[config.mk]
export PLATFORM = sky130hd
export DESIGN_NAME = instruction_fetch
export DESIGN_NICKNAME = d
export VERILOG_FILES = /design/src/rtl/instruction_fetch_pkg.sv /design/src/rtl/instruction_fetch_fifo.sv /design/src/rtl/instruction_fetch.sv
export SDC_FILE = /design/constraint.sdc
export NUM_CORES = 1
export LEC_CHECK = 0
export CAP_MARGIN = 20
export CORE_MARGIN = 3
export CORE_UTILIZATION = 30
export CTS_CLUSTER_DIAMETER = 50
export DETAILED_ROUTE_END_ITERATION = 8
export GPL_TIMING_DRIVEN = 0
export PLACE_DENSITY = 0.52
export SLEW_MARGIN = 10
export SYNTH_ARGS = -nofsm -noshare
export SYNTH_HDL_FRONTEND = slang
export SYNTH_SLANG_ARGS = --single-unit
export TNS_END_PERCENT = 5
[constraint.sdc]
create_clock -name clk -period 8.8 [get_ports clk]
set_clock_uncertainty 0.05 [all_clocks]
set_input_delay 0.88 -clock clk [delete_from_list [all_inputs] [get_ports clk]]
set_output_delay 0.88 -clock clk [all_outputs]
set_load 0.02 [all_outputs]
[src/rtl/instruction_fetch_pkg.sv]
// Shared fetch-stage definitions: widths, reset PC default, NOP encoding and buffer entry layout.
package instruction_fetch_pkg;

  localparam int unsigned IlenW          = 32;
  localparam logic [31:0] ResetPcDefault = 32'h0000_0000;
  localparam logic [31:0] PcInc          = 32'd4;
  localparam logic [31:0] NopInstr       = 32'h0000_0013;

  typedef struct packed {
    logic [31:0]      pc;
    logic [IlenW-1:0] instr;
  } fetch_entry_t;

  function automatic logic [31:0] align_pc(input logic [31:0] pc);
    return {pc[31:2], 2'b00};
  endfunction

endpackage

[src/rtl/instruction_fetch_fifo.sv]
// Small synchronous FIFO of {pc, instr} pairs between fetch and decode; clear beats push.
module instruction_fetch_fifo
  import instruction_fetch_pkg::*;
#(
  parameter int unsigned DEPTH = 2
) (
  input  logic                   clk_i,
  input  logic                   rst_ni,
  input  logic                   clear_i,
  input  logic                   push_i,
  input  fetch_entry_t           data_i,
  input  logic                   pop_i,
  output fetch_entry_t           data_o,
  output logic [$clog2(DEPTH):0] count_o,
  output logic                   empty_o,
  output logic                   full_o
);

  localparam int unsigned PtrW = $clog2(DEPTH);

  fetch_entry_t    mem_q [DEPTH];
  logic [PtrW-1:0] wr_ptr_q, wr_ptr_d;
  logic [PtrW-1:0] rd_ptr_q, rd_ptr_d;
  logic [PtrW:0]   count_q, count_d;
  logic            do_push, do_pop;

  assign empty_o = (count_q == '0);
  assign full_o  = (count_q == (PtrW + 1)'(DEPTH));
  assign count_o = count_q;
  assign data_o  = mem_q[rd_ptr_q];

  // A pop frees the head slot in the same cycle, so a full FIFO can still take a push.
  assign do_pop  = pop_i && !empty_o;
  assign do_push = push_i && !clear_i && (!full_o || do_pop);

  always_comb begin
    wr_ptr_d = wr_ptr_q;
    rd_ptr_d = rd_ptr_q;
    count_d  = count_q;
    if (clear_i) begin
      wr_ptr_d = '0;
      rd_ptr_d = '0;
      count_d  = '0;
    end else begin
      if (do_push) wr_ptr_d = wr_ptr_q + PtrW'(1);
      if (do_pop)  rd_ptr_d = rd_ptr_q + PtrW'(1);
      count_d = count_q + (PtrW + 1)'(do_push) - (PtrW + 1)'(do_pop);
    end
  end

  always_ff @(posedge clk_i or negedge rst_ni) begin
    if (!rst_ni) begin
      wr_ptr_q <= '0;
      rd_ptr_q <= '0;
      count_q  <= '0;
    end else begin
      wr_ptr_q <= wr_ptr_d;
      rd_ptr_q <= rd_ptr_d;
      count_q  <= count_d;
    end
  end

  always_ff @(posedge clk_i) begin
    if (do_push) mem_q[wr_ptr_q] <= data_i;
  end

endmodule

[src/rtl/instruction_fetch.sv]
// Fetch stage: owns the PC, issues credit-limited imem reads, buffers responses for decode
// and discards in-flight responses after a redirect.
module instruction_fetch
  import instruction_fetch_pkg::*;
#(
  parameter logic [31:0] RESET_PC = ResetPcDefault,
  parameter int unsigned DEPTH    = 2
) (
  input  logic        clk,
  input  logic        rst_n,
  output logic        imem_req_valid,
  input  logic        imem_req_ready,
  output logic [31:0] imem_req_addr,
  input  logic        imem_rsp_valid,
  input  logic [31:0] imem_rsp_data,
  input  logic        redirect_valid,
  input  logic [31:0] redirect_pc,
  output logic        id_valid,
  input  logic        id_ready,
  output logic [31:0] id_pc,
  output logic [31:0] id_instr
);

  localparam int unsigned CNT_W = $clog2(2 * DEPTH) + 1;

  logic [31:0]            pc_q, pc_d;
  logic [31:0]            rsp_pc_q, rsp_pc_d;
  logic [CNT_W-1:0]       outstanding_q, outstanding_d;
  logic [CNT_W-1:0]       discard_q, discard_d;
  logic                   fetch_en_q;
  logic [CNT_W-1:0]       live;
  logic [CNT_W:0]         used;
  logic                   credit;
  logic                   req_fire, rsp_accept, push, pop;
  logic [31:0]            target_pc;
  fetch_entry_t           push_entry, head;
  logic [$clog2(DEPTH):0] fifo_count;
  logic                   fifo_empty, fifo_full;

  // Live requests plus buffered entries never exceed DEPTH, so every response has a slot.
  assign live   = outstanding_q - discard_q;
  assign used   = {1'b0, live} + (CNT_W + 1)'(fifo_count);
  assign credit = used < (CNT_W + 1)'(DEPTH);

  // fetch_en_q holds requests off while reset is asserted without using rst_n as data.
  assign imem_req_valid = fetch_en_q && !redirect_valid && credit;
  assign imem_req_addr  = pc_q;
  assign req_fire       = imem_req_valid && imem_req_ready;

  // A response with nothing outstanding is a protocol violation and is ignored.
  assign rsp_accept = imem_rsp_valid && (outstanding_q != '0);
  assign push       = rsp_accept && (discard_q == '0) && !redirect_valid;
  assign pop        = id_valid && id_ready;
  assign target_pc  = align_pc(redirect_pc);

  assign push_entry = '{pc: rsp_pc_q, instr: imem_rsp_data};

  assign id_valid = !fifo_empty;
  assign id_pc    = head.pc;
  assign id_instr = fifo_empty ? NopInstr : head.instr;

  always_comb begin
    pc_d          = pc_q;
    rsp_pc_d      = rsp_pc_q;
    outstanding_d = outstanding_q;
    discard_d     = discard_q;

    if (req_fire && !rsp_accept) begin
      outstanding_d = outstanding_q + CNT_W'(1);
    end else if (!req_fire && rsp_accept) begin
      outstanding_d = outstanding_q - CNT_W'(1);
    end

    if (redirect_valid) begin
      pc_d      = target_pc;
      rsp_pc_d  = target_pc;
      discard_d = outstanding_q - CNT_W'(rsp_accept);
    end else begin
      if (req_fire) pc_d = pc_q + PcInc;
      if (push) rsp_pc_d = rsp_pc_q + PcInc;
      if (rsp_accept && (discard_q != '0)) discard_d = discard_q - CNT_W'(1);
    end
  end

  always_ff @(posedge clk or negedge rst_n) begin
    if (!rst_n) begin
      pc_q          <= RESET_PC;
      rsp_pc_q      <= RESET_PC;
      outstanding_q <= '0;
      discard_q     <= '0;
      fetch_en_q    <= 1'b0;
    end else begin
      pc_q          <= pc_d;
      rsp_pc_q      <= rsp_pc_d;
      outstanding_q <= outstanding_d;
      discard_q     <= discard_d;
      fetch_en_q    <= 1'b1;
    end
  end

  instruction_fetch_fifo #(
    .DEPTH (DEPTH)
  ) u_fifo (
    .clk_i   (clk),
    .rst_ni  (rst_n),
    .clear_i (redirect_valid),
    .push_i  (push),
    .data_i  (push_entry),
    .pop_i   (pop),
    .data_o  (head),
    .count_o (fifo_count),
    .empty_o (fifo_empty),
    .full_o  (fifo_full)
  );

  rsp_has_request: assert property (@(posedge clk) disable iff (!rst_n)
    imem_rsp_valid |-> (outstanding_q != '0));

  discard_bounded: assert property (@(posedge clk) disable iff (!rst_n)
    discard_q <= outstanding_q);

  push_has_slot: assert property (@(posedge clk) disable iff (!rst_n)
    push |-> (!fifo_full || pop));

endmodule

==> results.toml, run 1 <==
[place]
dp_slack_ns = 4.248
io_buffers = 161
dp_hpwl_mm = 16.71
place_congestion = 0.8600

[sta]
finalMaxSlewViolations = 0
grt_setup_unrepaired = "false"
layout_min_cycle_time_ns = 4.557
finalSetupViolations = 0
period_share = 0.5178
worstMarginPinSlew_ns = 0.8867
finalSetupTns_ns = 0
finalHoldViolCount = 0
fmax_mhz = 219.5
fin_ws_ns = 4.243
max_slew_margin = 0.4043

[synth]
synth-edff-count = 124
async_flop_share = 0.3641
yosys-mux-area-fraction = 0.08764
yosysWarningCount = 0
syn_avg_cell_area_um2 = 12.80
synthesis.area_um2 = 8766
synth.top_cell.area_share = 0.4248
yosysTopAreaCell = "edfxtp_1"
ys_ff_latch = 195
yosys-top-cells-area = "edfxtp_1, dfrtp_1, mux2_2"
synth_top_family_by_area = "simple AND/OR/NAND/NOR gates"
synth-simple-area-share = 0.1213
synth_xor_area_frac = 0.04154
synth_cell_types = 58
syn_inst = 685
synth-adder-area-share = 0.02255
ys_seq_area_frac = 0.6275
synth_compound_area_frac = 0.07008
synthFlopType = "edfxtp_1"

[setup_path]
critical-path-top-delay-family = "adder cells"
cp_slowest_cell = "nor4b_4"
cp_max_fo = 10
cp.required_ns = 9.11
cp.arrival_ns = 4.87
start_kind = "flop"
path_buf_inv = 5
setup.worst_path.class = "flop to flop"
endpoint_kind = "flop"
critical-path-max-stage-delay_ns = 0.52
cp_cell_sequence = "inv_1, ha_1, inv_1, fa_1, fa_1, or3b_2, nor4b_4, nor2_1, inv_2, buf_2, ha_1, inv_1, fa_1, xor2_1, nor2_1, xor2_1"

[finish]
layout-drive-gt1-share = 0.1062
areaGrowthSynthToFinish_pct = 32.50
layout.nets = 956
antenna_cells = 0

[drt]
routed_wl_mm = 22.97
vias = 6085
ant_nets = 0
drc_errors = 0
viasPerCell = 4.818
drt-initial-drc-count = 420
dr.pass1.iters = 5
wl_per_cell_um = 18.19

[global_route]
grt-ovfl-total = 0
grt_max_degree = 50
groute.usage.overall = 0.1494
grt_pass1_vias = 6126
antenna_found_initial = 0
grt_first_pass_wirelength_mm = 35.71

[power_and_ir_drop]
max-vdd-ir-drop_uv = 95.95
p_leak_nw = 4.089
p_per_area_nw_per_um2 = 257.3

[clock_network]
clkLatencyLatePin_ns = 0.44
cts_buffers = 17
postCtsSetupRepairBufs = 0
root_buffer = "clkbuf_16"
ctsHoldBuffers = 0
clkSlewWorstSetupHoldPaths_ns = 0.09
ctsLongestPathBuffers = 2
cts_tree = "done"
htree_levels = 4
ctsResizeCount = 0
clock-sinks = 195

[floorplan]
die-area_um2 = 31310
initial_utilization = 0.3096
core_area_um2 = 28320
die_h_um = 176.9
row_count = 61
io_pins = 168
dieWidth_um = 176.9

[min_path]
hold_path_class = "primary input to asynchronous set/reset pin"

[run]
cap_violations = 0

[run_status]
status = "finished clean"
-- synth_stat cells (9+ instances only) --
cell / count
nand3_1: 22
xnor2_1: 19
mux2_2: 38
a21oi_1: 19
xor2_1: 20
dfrtp_1: 71
ha_1: 11
inv_1: 29
o31a_1: 9
nand4_1: 26
nor2_1: 52
clkbuf_1: 17
nor3_1: 14
edfxtp_1: 124
o21ai_0: 20
or3_1: 9
nand2_1: 47
mux2i_1: 34
-- final cells by class --
class,count,area [um2]
buffer,31,137.6
clock inverter,15,225.2
clock buffer,17,425.4
inverter,30,112.6
tap,378,473.0
timing repair buffer,165,1704
fill,2698,16700
sequential,195,5500
multi-input combinational,432,3037
-- worst paths after layout --
path / startpoint / endpoint / slack, ns / depth (start not counted)
worst min register to register: rsp_pc_q[30] / u_fifo.mem_q[0][62] / 0.46 / 0
worst min-delay path: rst_n / imem_req_addr[23] / 0.30 / 1
worst max-delay path: outstanding_q[0] / outstanding_q[2] / 4.24 / 16
worst max register to register: outstanding_q[0] / outstanding_q[2] / 4.24 / 16
min in group clk: rsp_pc_q[30] / u_fifo.mem_q[0][62] / 0.46 / 0
max in group asynchronous: rst_n / u_fifo.count_o[1] / 7.81 / 2
-- power breakdown --
group	total [mW]	internal (mW)	switching (mW)
sequential	1.15	1.06	0.0863
clock	0.847	0.467	0.379
combinational	0.992	0.463	0.529
total	2.99	1.99	0.994
-- kinds of logic after synthesis --
logic type | after synthesis
and+or+nand+nor | 209
DFF | 195
AOI/OAI and AO/OA | 92
muxes | 72
buffers and inverters | 61
xor gates and xnor gates | 40
adders and majority gates | 14
other | 2
-- sequential cells by signal, indices dropped and copies added (netlist names) --
signal           count
rsp_pc_q            30
discard_q            3
u_fifo.wr_ptr_q      1
u_fifo.mem_q       124
imem_req_addr       30
u_fifo.rd_ptr_q      1
u_fifo.count_o       2
fetch_en_q           1
outstanding_q        3
-- stage by stage --
stage	cell area [um2]	hold slack, ns	total power, mW	std cells	util
2_1_floorplan	8777	0.3921	1.747	688	-
5_1_grt	11610	0.2939	3.156	1263	0.4102
3_5_place_dp	10960	0.4398	2.176	1231	0.3872
3_3_place_gp	10860	0.4222	2.166	1227	0.3836
6_report	11610	0.3018	2.989	1263	0.4102
4_1_cts	11610	0.2923	3.035	1263	0.4102
-- cells in the final DEF, fill, tap and decap left out, types with 3 or more instances in the layout --
master	synthesis	routed
a21boi_0	3	3
a21oi_1	19	19
a31oi_1	8	8
and2_1	5	4
and3_1	4	4
buf_1	5	5
buf_2	5	5
buf_4	4	5
bufinv_16	0	3
clkbuf_1	17	17
clkbuf_16	0	17
clkdlybuf4s50_1	0	160
conb_1	2	5
dfrtp_1	71	71
edfxtp_1	124	124
fa_1	3	3
ha_1	11	11
inv_1	29	29
inv_8	0	6
mux2_2	38	38
mux2i_1	34	34
nand2_1	47	47
nand2b_1	5	5
nand3_1	22	22
nand4_1	26	26
nor2_1	52	52
nor3_1	14	14
nor4_1	5	5
o211ai_1	8	8
o21a_1	3	3
o21ai_0	20	20
o31a_1	9	9
o31ai_1	4	4
or3_1	9	9
or4_1	4	4
xnor2_1	19	19
xor2_1	20	20
-- routing by layer --
metal	routed length (um)	GRT usage	up-vias
li1	-	-	2904
met1	11230	0.2138	3006
met2	10470	0.2301	149
met3	823	0.02874	26
met4	452	0.04681	0
met5	0	0	-
No activity file was read; power rests on OpenSTA's default activity.
==> run 2: changes to the inputs <==
--- a/config.mk
+++ b/config.mk
@@ -11,7 +11,7 @@
 export CTS_CLUSTER_DIAMETER = 50
 export DETAILED_ROUTE_END_ITERATION = 8
 export GPL_TIMING_DRIVEN = 0
-export PLACE_DENSITY = 0.52
+export PLACE_DENSITY = 0.54
 export SLEW_MARGIN = 10
 export SYNTH_ARGS = -nofsm -noshare
 export SYNTH_HDL_FRONTEND = slang
==> constraint.sdc (replaced) <==
create_clock -name clk -period 3.7 [get_ports clk]
set_clock_uncertainty 0.05 [all_clocks]
set_input_delay 0.37 -clock clk [delete_from_list [all_inputs] [get_ports clk]]
set_output_delay 0.37 -clock clk [all_outputs]
set_load 0.02 [all_outputs]
==> run 2 against run 1 <==
Compared with the run above: the run now ends with setup timing left; first-iteration DRC count fell by 13%; combinational power rose to 2.5 times the previous value; sequential share of layout area fell by 0.62 points; sequential power rose by 140%; non-clock buffer count rose by 18; critical path depth rose by 1; clock power rose by 120%; global-route usage fell by 0.11 points; via count rose by 0.95%; largest power group unchanged.
==> results.toml, run 2 (synthesized netlist as in run 1, its figures left out) <==
[run_status]
status = "finished, violations left"
violations = "setup timing"

[place]
dp_slack_ns = -0.8845
dp_hpwl_mm = 16.59
place_area_um2 = 10970
place_congestion = 0.8381
io_buffers = 161

[global_route]
antenna_found_initial = 0
grt_first_pass_wirelength_mm = 35.61
grt_max_degree = 50
grt-ovfl-total = 0
groute.usage.overall = 0.1484
grt_pass1_vias = 6065

[floorplan]
row_count = 61
die_h_um = 176.9
dieWidth_um = 176.9
core_area_um2 = 28320
initial_utilization = 0.3096
die-area_um2 = 31310
io_pins = 168

[finish]
largest_reg_flops = 124
mostFrequentLayoutCells = "clkdlybuf4s50_1, edfxtp_1, dfrtp_1"
final_area_um2 = 11770
layout.nets = 974
antenna_cells = 0
final_util = 0.4156
areaGrowthSynthToFinish_pct = 34.26
fillCellCount = 2679
final_common_cell = "clkdlybuf4s50_1"
layout-drive-gt1-share = 0.1318
largest_register = "u_fifo.mem_q"

[run]
cap_violations = 0

[sta]
fmax_mhz = 269.6
finalSetupTns_ns = -0.008995
max_slew_margin = 0.3767
finalMaxSlewViolations = 0
finalHoldViolCount = 0
fin_ws_ns = -0.008995
layout_min_cycle_time_ns = 3.709
worstMarginPinSlew_ns = 0.9277
finalSetupViolations = 1
period_share = 1.002
hold-worst-slack_ns = 0.3388
grt_setup_unrepaired = "true"

[power_and_ir_drop]
max-vdd-ir-drop_uv = 248.3
p_leak_nw = 4.163
p_per_area_nw_per_um2 = 599.9

[clock_network]
clkLatencyLatePin_ns = 0.43
root_buffer = "clkbuf_16"
ctsLongestPathBuffers = 2
cts_tree = "done"
cts_buffers = 17
clkSlewWorstSetupHoldPaths_ns = 0.09
htree_levels = 4
clock-sinks = 195

[setup_path]
setup.worst_path.class = "flop to flop"
cp.arrival_ns = 4.01
cp_slowest_cell = "fa_1"
cp.required_ns = 4.00
cp_max_fo = 5
start_kind = "flop"
critical-path-max-stage-delay_ns = 0.53
cp_cell_sequence = "inv_2, ha_1, inv_1, fa_1, fa_2, or3b_4, and4b_1, buf_6, nor2_4, inv_2, buf_6, ha_4, inv_2, fa_2, xor2_1, nor2_1, xor2_1"
endpoint_kind = "flop"
cp_common_cell = "inv_2"
critPathLaunch = "outstanding_q[0]"
r2r-start = "outstanding_q[0]"

[min_path]
hold_path_class = "primary input to asynchronous set/reset pin"

[drt]
routed_wl_mm = 22.95
drc_errors = 0
drt-initial-drc-count = 367
viasPerCell = 4.795
vias = 6143
wl_per_cell_um = 17.92
ant_nets = 0
dr.pass1.iters = 7
==> run 2: cell count changes in the layout (fill, tap and decap cells not counted), moves of 3 or more <==
| cell | previous run | this run |
|---|---|---|
| buf_4 | 5 | 21 |
| buf_6 | 0 | 4 |
| inv_6 | 2 | 6 |
| buf_2 | 5 | 2 |
| inv_8 | 6 | 3 |
==> run 2: through the flow <==
stage	instances	power (mW)
after detailed placement	1231	5.167
final	1281	7.060
after CTS	1278	7.140
after global placement	1227	5.152
after floorplan	688	4.153
after global routing	1281	7.473
==> run 2: per-layer routing <==
layer | track usage | vias to the layer above | part of all wire
li1 | - | 2938 | -
met1 | 0.2105 | 3017 | 0.47
met2 | 0.2296 | 175 | 0.47
met3 | 0.03325 | 13 | 0.055
met4 | 0.04092 | 0 | 0.011
met5 | 0 | - | 0
==> run 2: report_power, final <==
group	leakage, nW	total, mW	internal, mW	switching, mW
registers	1.96	2.73	2.53	0.200
clock network	0.285	1.84	0.965	0.877
logic	1.92	2.49	1.19	1.29
total	4.16	7.06	4.69	2.37
==> run 2: final timing paths <==
| path | to | slack, ns | depth (start not counted) |
|---|---|---|---|
| setup / recovery | outstanding_q[2] | -0.009 | 17 |
| hold reg to reg | u_fifo.mem_q[0][62] | 0.44 | 0 |
| max in group asynchronous | rsp_pc_q[7] | 2.67 | 3 |
| setup reg to reg | outstanding_q[2] | -0.009 | 17 |
| hold / removal | imem_req_addr[19] | 0.34 | 2 |
| min in group clk | u_fifo.mem_q[0][62] | 0.44 | 0 |
==> run 2: cell type report <==
type	instances	area, um2	share of cell area
well taps	378	473.0	0.04019
clock buffers	17	425.4	0.03615
clock inverters	15	167.7	0.01425
repair buffers	183	1856	0.1577
flip-flops and latches	195	5500	0.4674
inverters	30	112.6	0.009568
plain buffers	31	152.6	0.01297
multi-input cells	432	3082	0.2619
==> run 2: critical path, delay by kind of cell (launching register included) <==
| family | cells | cell delay [ns] |
|---|---|---|
| xor+xnor | 2 | 0.29 |
| fa+ha+maj | 5 | 1.58 |
| buf+inv | 6 | 0.47 |
| flops | 1 | 0.39 |
| simple gates | 4 | 0.86 |
==> run 2: repair_timing <==
item,4_1_cts,5_1_grt
buffers inserted,14,4
pin swaps,6,8
setup endpoints to repair,21,18
endpoints found under the hold margin,22,0
resized for setup,15,5
hold buffers,1,0
